$ cat src/rtl/exe_mdu_iter.sv
// exe_mdu_iter: iterative RV32M/RV64M multiply/divide unit for the execute stage.
// Covers MUL, MULH, MULHSU, MULHU, DIV, DIVU, REM and REMU.
// Multiply is shift-add and retires MUL_STEP multiplier bits per cycle.
// Divide is restoring and produces one quotient bit per cycle.
// Divide-by-zero, signed overflow and (optionally) zero-operand multiplies
// complete through a one-cycle fast path.
// Ports:
//   clk_i     clock, rising edge
//   rst_i     synchronous reset, active-low
//   start_i   M instruction present in execute (level); sampled only in IDLE
//   flush_i   abort the current op
//   funct3_i  M op select
//   op1_i     rs1 value
//   op2_i     rs2 value
//   result_o  result; valid with done_o, held until the next accepted start
//   done_o    one-cycle completion pulse
//   busy_o    high while an op is in flight (MUL/DIV/DONE)
//   stall_o   combinational pipeline stall request
module exe_mdu_iter #(
  parameter int unsigned XLEN        = 32,
  parameter int unsigned MUL_STEP    = 4,
  parameter bit          ZERO_BYPASS = 1'b1
) (
  input  logic            clk_i,
  input  logic            rst_i,
  input  logic            start_i,
  input  logic            flush_i,
  input  logic [2:0]      funct3_i,
  input  logic [XLEN-1:0] op1_i,
  input  logic [XLEN-1:0] op2_i,
  output logic [XLEN-1:0] result_o,
  output logic            done_o,
  output logic            busy_o,
  output logic            stall_o
);

  localparam int unsigned CW      = $clog2(XLEN + 1);
  localparam int unsigned PW      = 2 * XLEN;
  localparam int unsigned MUL_CYC = XLEN / MUL_STEP;
  localparam logic [XLEN-1:0] MIN_S = {1'b1, {(XLEN-1){1'b0}}};

  localparam logic [1:0] S_IDLE = 2'd0;
  localparam logic [1:0] S_MUL  = 2'd1;
  localparam logic [1:0] S_DIV  = 2'd2;
  localparam logic [1:0] S_DONE = 2'd3;

  logic [1:0]      state, state_n;
  logic [2:0]      op, op_n;
  logic            neg, neg_n;
  logic [CW-1:0]   cnt, cnt_n;
  logic [PW-1:0]   acc, acc_n;      // product accumulator
  logic [PW-1:0]   mc, mc_n;        // multiplicand, shifted left each MUL cycle
  logic [XLEN-1:0] mp, mp_n;        // multiplier (MUL) or dividend/quotient (DIV)
  logic [XLEN-1:0] rem, rem_n;      // partial remainder
  logic [XLEN-1:0] dvs, dvs_n;      // divisor magnitude
  logic [XLEN-1:0] result_n;
  logic            done_n, busy_n;

  // Operand decode for the start cycle
  logic            sgn1, sgn2, neg1, neg2, res_neg, fast;
  logic [XLEN-1:0] mag1, mag2, fast_res;

  // Per-cycle datapath results
  logic [PW-1:0]   pp, acc_sum, prod;
  logic [XLEN:0]   tmp;
  logic            ge;
  logic [XLEN-1:0] diff, rem_step, q_step;

  assign stall_o = start_i & ~done_o & ~flush_i;

  // Signedness, magnitudes, result sign and fast-path detection
  always_comb begin
    sgn1 = (funct3_i == 3'd1) | (funct3_i == 3'd2) | (funct3_i == 3'd4) | (funct3_i == 3'd6);
    sgn2 = (funct3_i == 3'd1) | (funct3_i == 3'd4) | (funct3_i == 3'd6);
    neg1 = sgn1 & op1_i[XLEN-1];
    neg2 = sgn2 & op2_i[XLEN-1];
    mag1 = neg1 ? (~op1_i + XLEN'(1)) : op1_i;
    mag2 = neg2 ? (~op2_i + XLEN'(1)) : op2_i;
    // Remainder takes the dividend's sign; everything else the xor of signs
    res_neg  = (funct3_i[2] & funct3_i[1]) ? neg1 : (neg1 ^ neg2);
    fast     = 1'b0;
    fast_res = '0;
    if (funct3_i[2]) begin
      if (op2_i == '0) begin
        fast     = 1'b1;
        fast_res = funct3_i[1] ? op1_i : '1;
      end else if (!funct3_i[0] && (op1_i == MIN_S) && (op2_i == '1)) begin
        fast     = 1'b1;
        fast_res = funct3_i[1] ? '0 : MIN_S;
      end
    end else if (ZERO_BYPASS && ((op1_i == '0) || (op2_i == '0))) begin
      fast     = 1'b1;
      fast_res = '0;
    end
  end

  // One multiply step and one restoring-divide step
  always_comb begin
    pp = '0;
    for (int i = 0; i < int'(MUL_STEP); i++) begin
      if (mp[i]) pp = pp + (mc << i);
    end
    acc_sum  = acc + pp;
    prod     = neg ? (~acc_sum + PW'(1)) : acc_sum;
    tmp      = {rem, mp[XLEN-1]};
    ge       = (tmp >= {1'b0, dvs});
    // When ge the true difference is below 2^XLEN, so the low bits suffice
    diff     = tmp[XLEN-1:0] - dvs;
    rem_step = ge ? diff : tmp[XLEN-1:0];
    q_step   = {mp[XLEN-2:0], ge};
  end

  // Next-state and register update logic
  always_comb begin
    state_n  = state;
    op_n     = op;
    neg_n    = neg;
    cnt_n    = cnt;
    acc_n    = acc;
    mc_n     = mc;
    mp_n     = mp;
    rem_n    = rem;
    dvs_n    = dvs;
    result_n = result_o;
    case (state)
      S_IDLE: begin
        if (start_i && !flush_i) begin
          op_n  = funct3_i;
          neg_n = res_neg;
          acc_n = '0;
          mc_n  = PW'(mag1);
          mp_n  = funct3_i[2] ? mag1 : mag2;
          rem_n = '0;
          dvs_n = mag2;
          if (fast) begin
            result_n = fast_res;
            state_n  = S_DONE;
          end else if (funct3_i[2]) begin
            state_n = S_DIV;
            cnt_n   = CW'(XLEN);
          end else begin
            state_n = S_MUL;
            cnt_n   = CW'(MUL_CYC);
          end
        end
      end
      S_MUL: begin
        acc_n = acc_sum;
        mc_n  = mc << MUL_STEP;
        mp_n  = mp >> MUL_STEP;
        cnt_n = cnt - CW'(1);
        if (cnt == CW'(1)) begin
          state_n  = S_DONE;
          result_n = (op == 3'd0) ? prod[XLEN-1:0] : prod[PW-1:XLEN];
        end
      end
      S_DIV: begin
        rem_n = rem_step;
        mp_n  = q_step;
        cnt_n = cnt - CW'(1);
        if (cnt == CW'(1)) begin
          state_n = S_DONE;
          if (op[1]) result_n = neg ? (~rem_step + XLEN'(1)) : rem_step;
          else       result_n = neg ? (~q_step + XLEN'(1)) : q_step;
        end
      end
      S_DONE:  state_n = S_IDLE;
      default: state_n = S_IDLE;
    endcase
    // An aborted op never completes and leaves the previous result visible
    if (flush_i) begin
      state_n  = S_IDLE;
      result_n = result_o;
    end
    done_n = (state_n == S_DONE);
    busy_n = (state_n != S_IDLE);
  end

  // State and datapath registers
  always_ff @(posedge clk_i) begin
    if (!rst_i) begin
      state    <= S_IDLE;
      op       <= '0;
      neg      <= 1'b0;
      cnt      <= '0;
      acc      <= '0;
      mc       <= '0;
      mp       <= '0;
      rem      <= '0;
      dvs      <= '0;
      result_o <= '0;
      done_o   <= 1'b0;
      busy_o   <= 1'b0;
    end else begin
      state    <= state_n;
      op       <= op_n;
      neg      <= neg_n;
      cnt      <= cnt_n;
      acc      <= acc_n;
      mc       <= mc_n;
      mp       <= mp_n;
      rem      <= rem_n;
      dvs      <= dvs_n;
      result_o <= result_n;
      done_o   <= done_n;
      busy_o   <= busy_n;
    end
  end

endmodule

$ cat config.mk
export PLATFORM = sky130hd
export DESIGN_NAME = exe_mdu_iter
export DESIGN_NICKNAME = d
export VERILOG_FILES = /design/src/rtl/exe_mdu_iter.sv
export SDC_FILE = /design/constraint.sdc
export NUM_CORES = 2
export LEC_CHECK = 0
export ABC_CLOCK_PERIOD_IN_PS = 13900
export BUFFER_PORTS_ARGS = -buffer_cell sky130_fd_sc_hd__buf_2
export CORE_MARGIN = 3
export CORE_UTILIZATION = 43
export DETAILED_ROUTE_END_ITERATION = 8
export HOLD_SLACK_MARGIN = 0.12
export PLACE_DENSITY = 0.68
export REMOVE_ABC_BUFFERS = 1
export SYNTH_ARGS = -nofsm -noshare
export SYNTH_HDL_FRONTEND = slang
export SYNTH_SLANG_ARGS = --single-unit
$ cat constraint.sdc
create_clock -name clk_i -period 13.9 [get_ports clk_i]
set_input_delay 1.39 -clock clk_i [delete_from_list [all_inputs] [get_ports clk_i]]
set_output_delay 1.39 -clock clk_i [all_outputs]
set_load 0.01 [all_outputs]
==> out/results.tsv <==
metric	value	unit
status	completed	
grtUsageTotal	28.4	%
rsz0062_at_grt	no	
layout-drive-gt1-share	8.29	%
min_from	dvs[0]	
ys_seq_area_share	15.0	%
reg2reg_to	result_o[31]	
synth_edf_count	0	
fin_ws	0.941	ns
netlist_area	36000	um2
synth_area_leader_cell	dfxtp_1	
grt_max_degree	99	
ys_types	113	
synth.most_common_cell	nor2_1	
reg2reg_slack	0.94	ns
grt-ovfl-total	0	
synthFlopType	dfxtp_1	
routedWlPerCell	21.0	um
final_hold_viol_count	0	
clock_latency	0.60	ns
cts_setup_buffers	0	
cts.sinks	270	
cts_resized	0	
crit_top_cell	a21oi_1	
totalPowerFinal	0.00277	W
maxSlewHeadroom	23.5	%
tritoncts	built	
place_ws	0.715	ns
start_util	43.6	%
post-route-drc-count	0	
cellLeakagePower	16.3	nW
dp.final_hpwl	98700	um
fillers	8509	
ys_ff_latch	270	
synth.area.top_cells	dfxtp_1, ha_1, a21oi_1	
grt_pass1_vias	35500	
arrival	13.40	ns
die-area	87100	um2
final_util	46.5	%
synth_commonest_cells	nor2_1, a21oi_1, nand2_1	
critPathLaunch	mc[1]	
startpoint_type	flop	
drtPass1Iterations	6	
setup.worst_path.class	reg -> reg	
die_x	295	um
yosys_warnings	0	
cp-end-kind	flop	
ir_drop	0.0000672	V
r2r_cells	51	
hold_class	reg -> reg	
clkSlewWorstSetupHoldPaths	0.07	ns
core-area	82500	um2
synth_top_area_share	15.0	%
io_pins	106	
syn_inst	5133	
rows	105	
die_h	295	um
r2r-start	mc[1]	
crit_required	14.34	ns
drv_slew	0	
tightestPinTransition	1.15	ns
p_per_area	72.1	nW/um2
cts.path.max_buffers	3	
place_congestion	1.01	
htree_levels	2	
cap_viol_max_count	0	
port_buffers	105	
avgSynthCellArea	7.01	um2
cts_made_buffers	37	
detail-route-antenna-nets	0	
grt_pass1_wl	201000	um
via_per_inst	6.33	
antenna_found_initial	3	
num_vias	38700	
critPathSlowestCell	or4_1	
totalWireLength	129000	um
nets	5386	
cts_root_buf	clkbuf_16	
holdPathEnd	dvs[0]	
fin_worst_skew	0.0441	ns
setup_viol	0	
critical-path-max-stage-delay	0.62	ns
post-route-period-util	93.2	%
area_delta_synth_final	6.72	%
holdWs	0.470	ns
drt_iter0_markers	4039	
hold_buffers	0	
synth-async-reset-ratio	0	%
period_needed	12.96	ns
hold_depth	2	
setup_tns	0	ns
max_clock_freq	77.2	MHz
cp_max_fo	8	
[state kept, by name, summed over array words and instances, names as in the netlist]
register  count
acc          64
mc           64
dvs          32
mp           32
rem          32
result_o     32
cnt           6
op            3
state         2
busy_o        1
done_o        1
neg           1
[metal layers]
layer  GRT usage [%]  wire length (um)  vias up
li1                -                 -    18600
met1            39.5             56600    18100
met2            44.1             55700     1714
met3            4.07             10800      277
met4            11.4              5460        2
met5               0                13        -
[logic make-up (layout without fill, tap and decap cells)]
| logic type | Yosys count | count (layout) | synth area share (%) |
|---|---|---|---|
| flip-flops | 270 | 270 | 15.0 |
| adder cells (fa/ha/maj) | 301 | 301 | 10.6 |
| AO/OA/AOI/OAI | 1776 | 1776 | 32.4 |
| other | 0 | 2 | 0 |
| multiplexers | 146 | 146 | 4.36 |
| AND/OR/NAND/NOR | 1745 | 1745 | 22.5 |
| XOR/XNOR | 399 | 399 | 9.78 |
| buffers and inverters | 496 | 408 | 5.34 |
[final cells by class]
cell class                      count  area, um2  area share, %
Antenna cell                        2       5.00         0.0130
Clock buffer                       51       1020           2.65
Inverter                          179        679           1.77
Sequential cell                   270       5430           14.1
Tap cell                         1070       1340           3.49
Multi-Input combinational cell   4367      28800           75.0
Timing Repair Buffer              162        957           2.49
Clock inverter                     16        190          0.495
[placed cells by master, fill, tap and decap left out, drive strengths merged, types with 38 or more instances in the layout]
master	n
a22oi	121
clkbuf	51
xor2	168
dfxtp	270
o21ai	367
nand2	470
buf	162
mux2i	61
nand2b	58
nand3	97
mux2	85
a211oi	88
and2	51
nand4	64
a31oi	50
nor2b	38
o21bai	43
o21a	40
nor3	125
a21o	158
o31ai	46
nor2	647
a21oi	511
o211ai	68
inv	182
ha	293
or3	43
xnor2	230
[stage by stage]
step | cell area [um2] | std cells
2_1_floorplan | 34700 | 4816
3_3_place_gp | 37100 | 6048
3_5_place_dp | 37100 | 6048
4_1_cts | 38300 | 6115
5_1_grt | 38400 | 6117
6_report | 38400 | 6117
[how the worst max path moves through the flow]
| stage | to |
|---|---|
| floorplan | result_o[30] |
| global placement | result_o[31] |
| detailed placement | result_o[31] |
| CTS | result_o[31] |
| global route | result_o[31] |
| finish | result_o[31] |
[power by group]
group	switching [W]	leakage (nW)	total, W	internal [W]
logic	0.000611	13.5	0.000918	0.000307
registers	0.0000545	2.20	0.000856	0.000801
clock network	0.000420	0.590	0.000994	0.000574
total	0.00109	16.3	0.00277	0.00168
[worst max-delay path, delay by kind of cell (launching register included)]
family	cells	cell delay, ns
compound gates	25	6.40
simple gates	13	3.02
fa+ha+maj	5	1.75
xor+xnor	6	0.91
flops	1	0.41
mux	1	0.29
buf+inv	1	0.05
(Power assumes the default switching activity.)
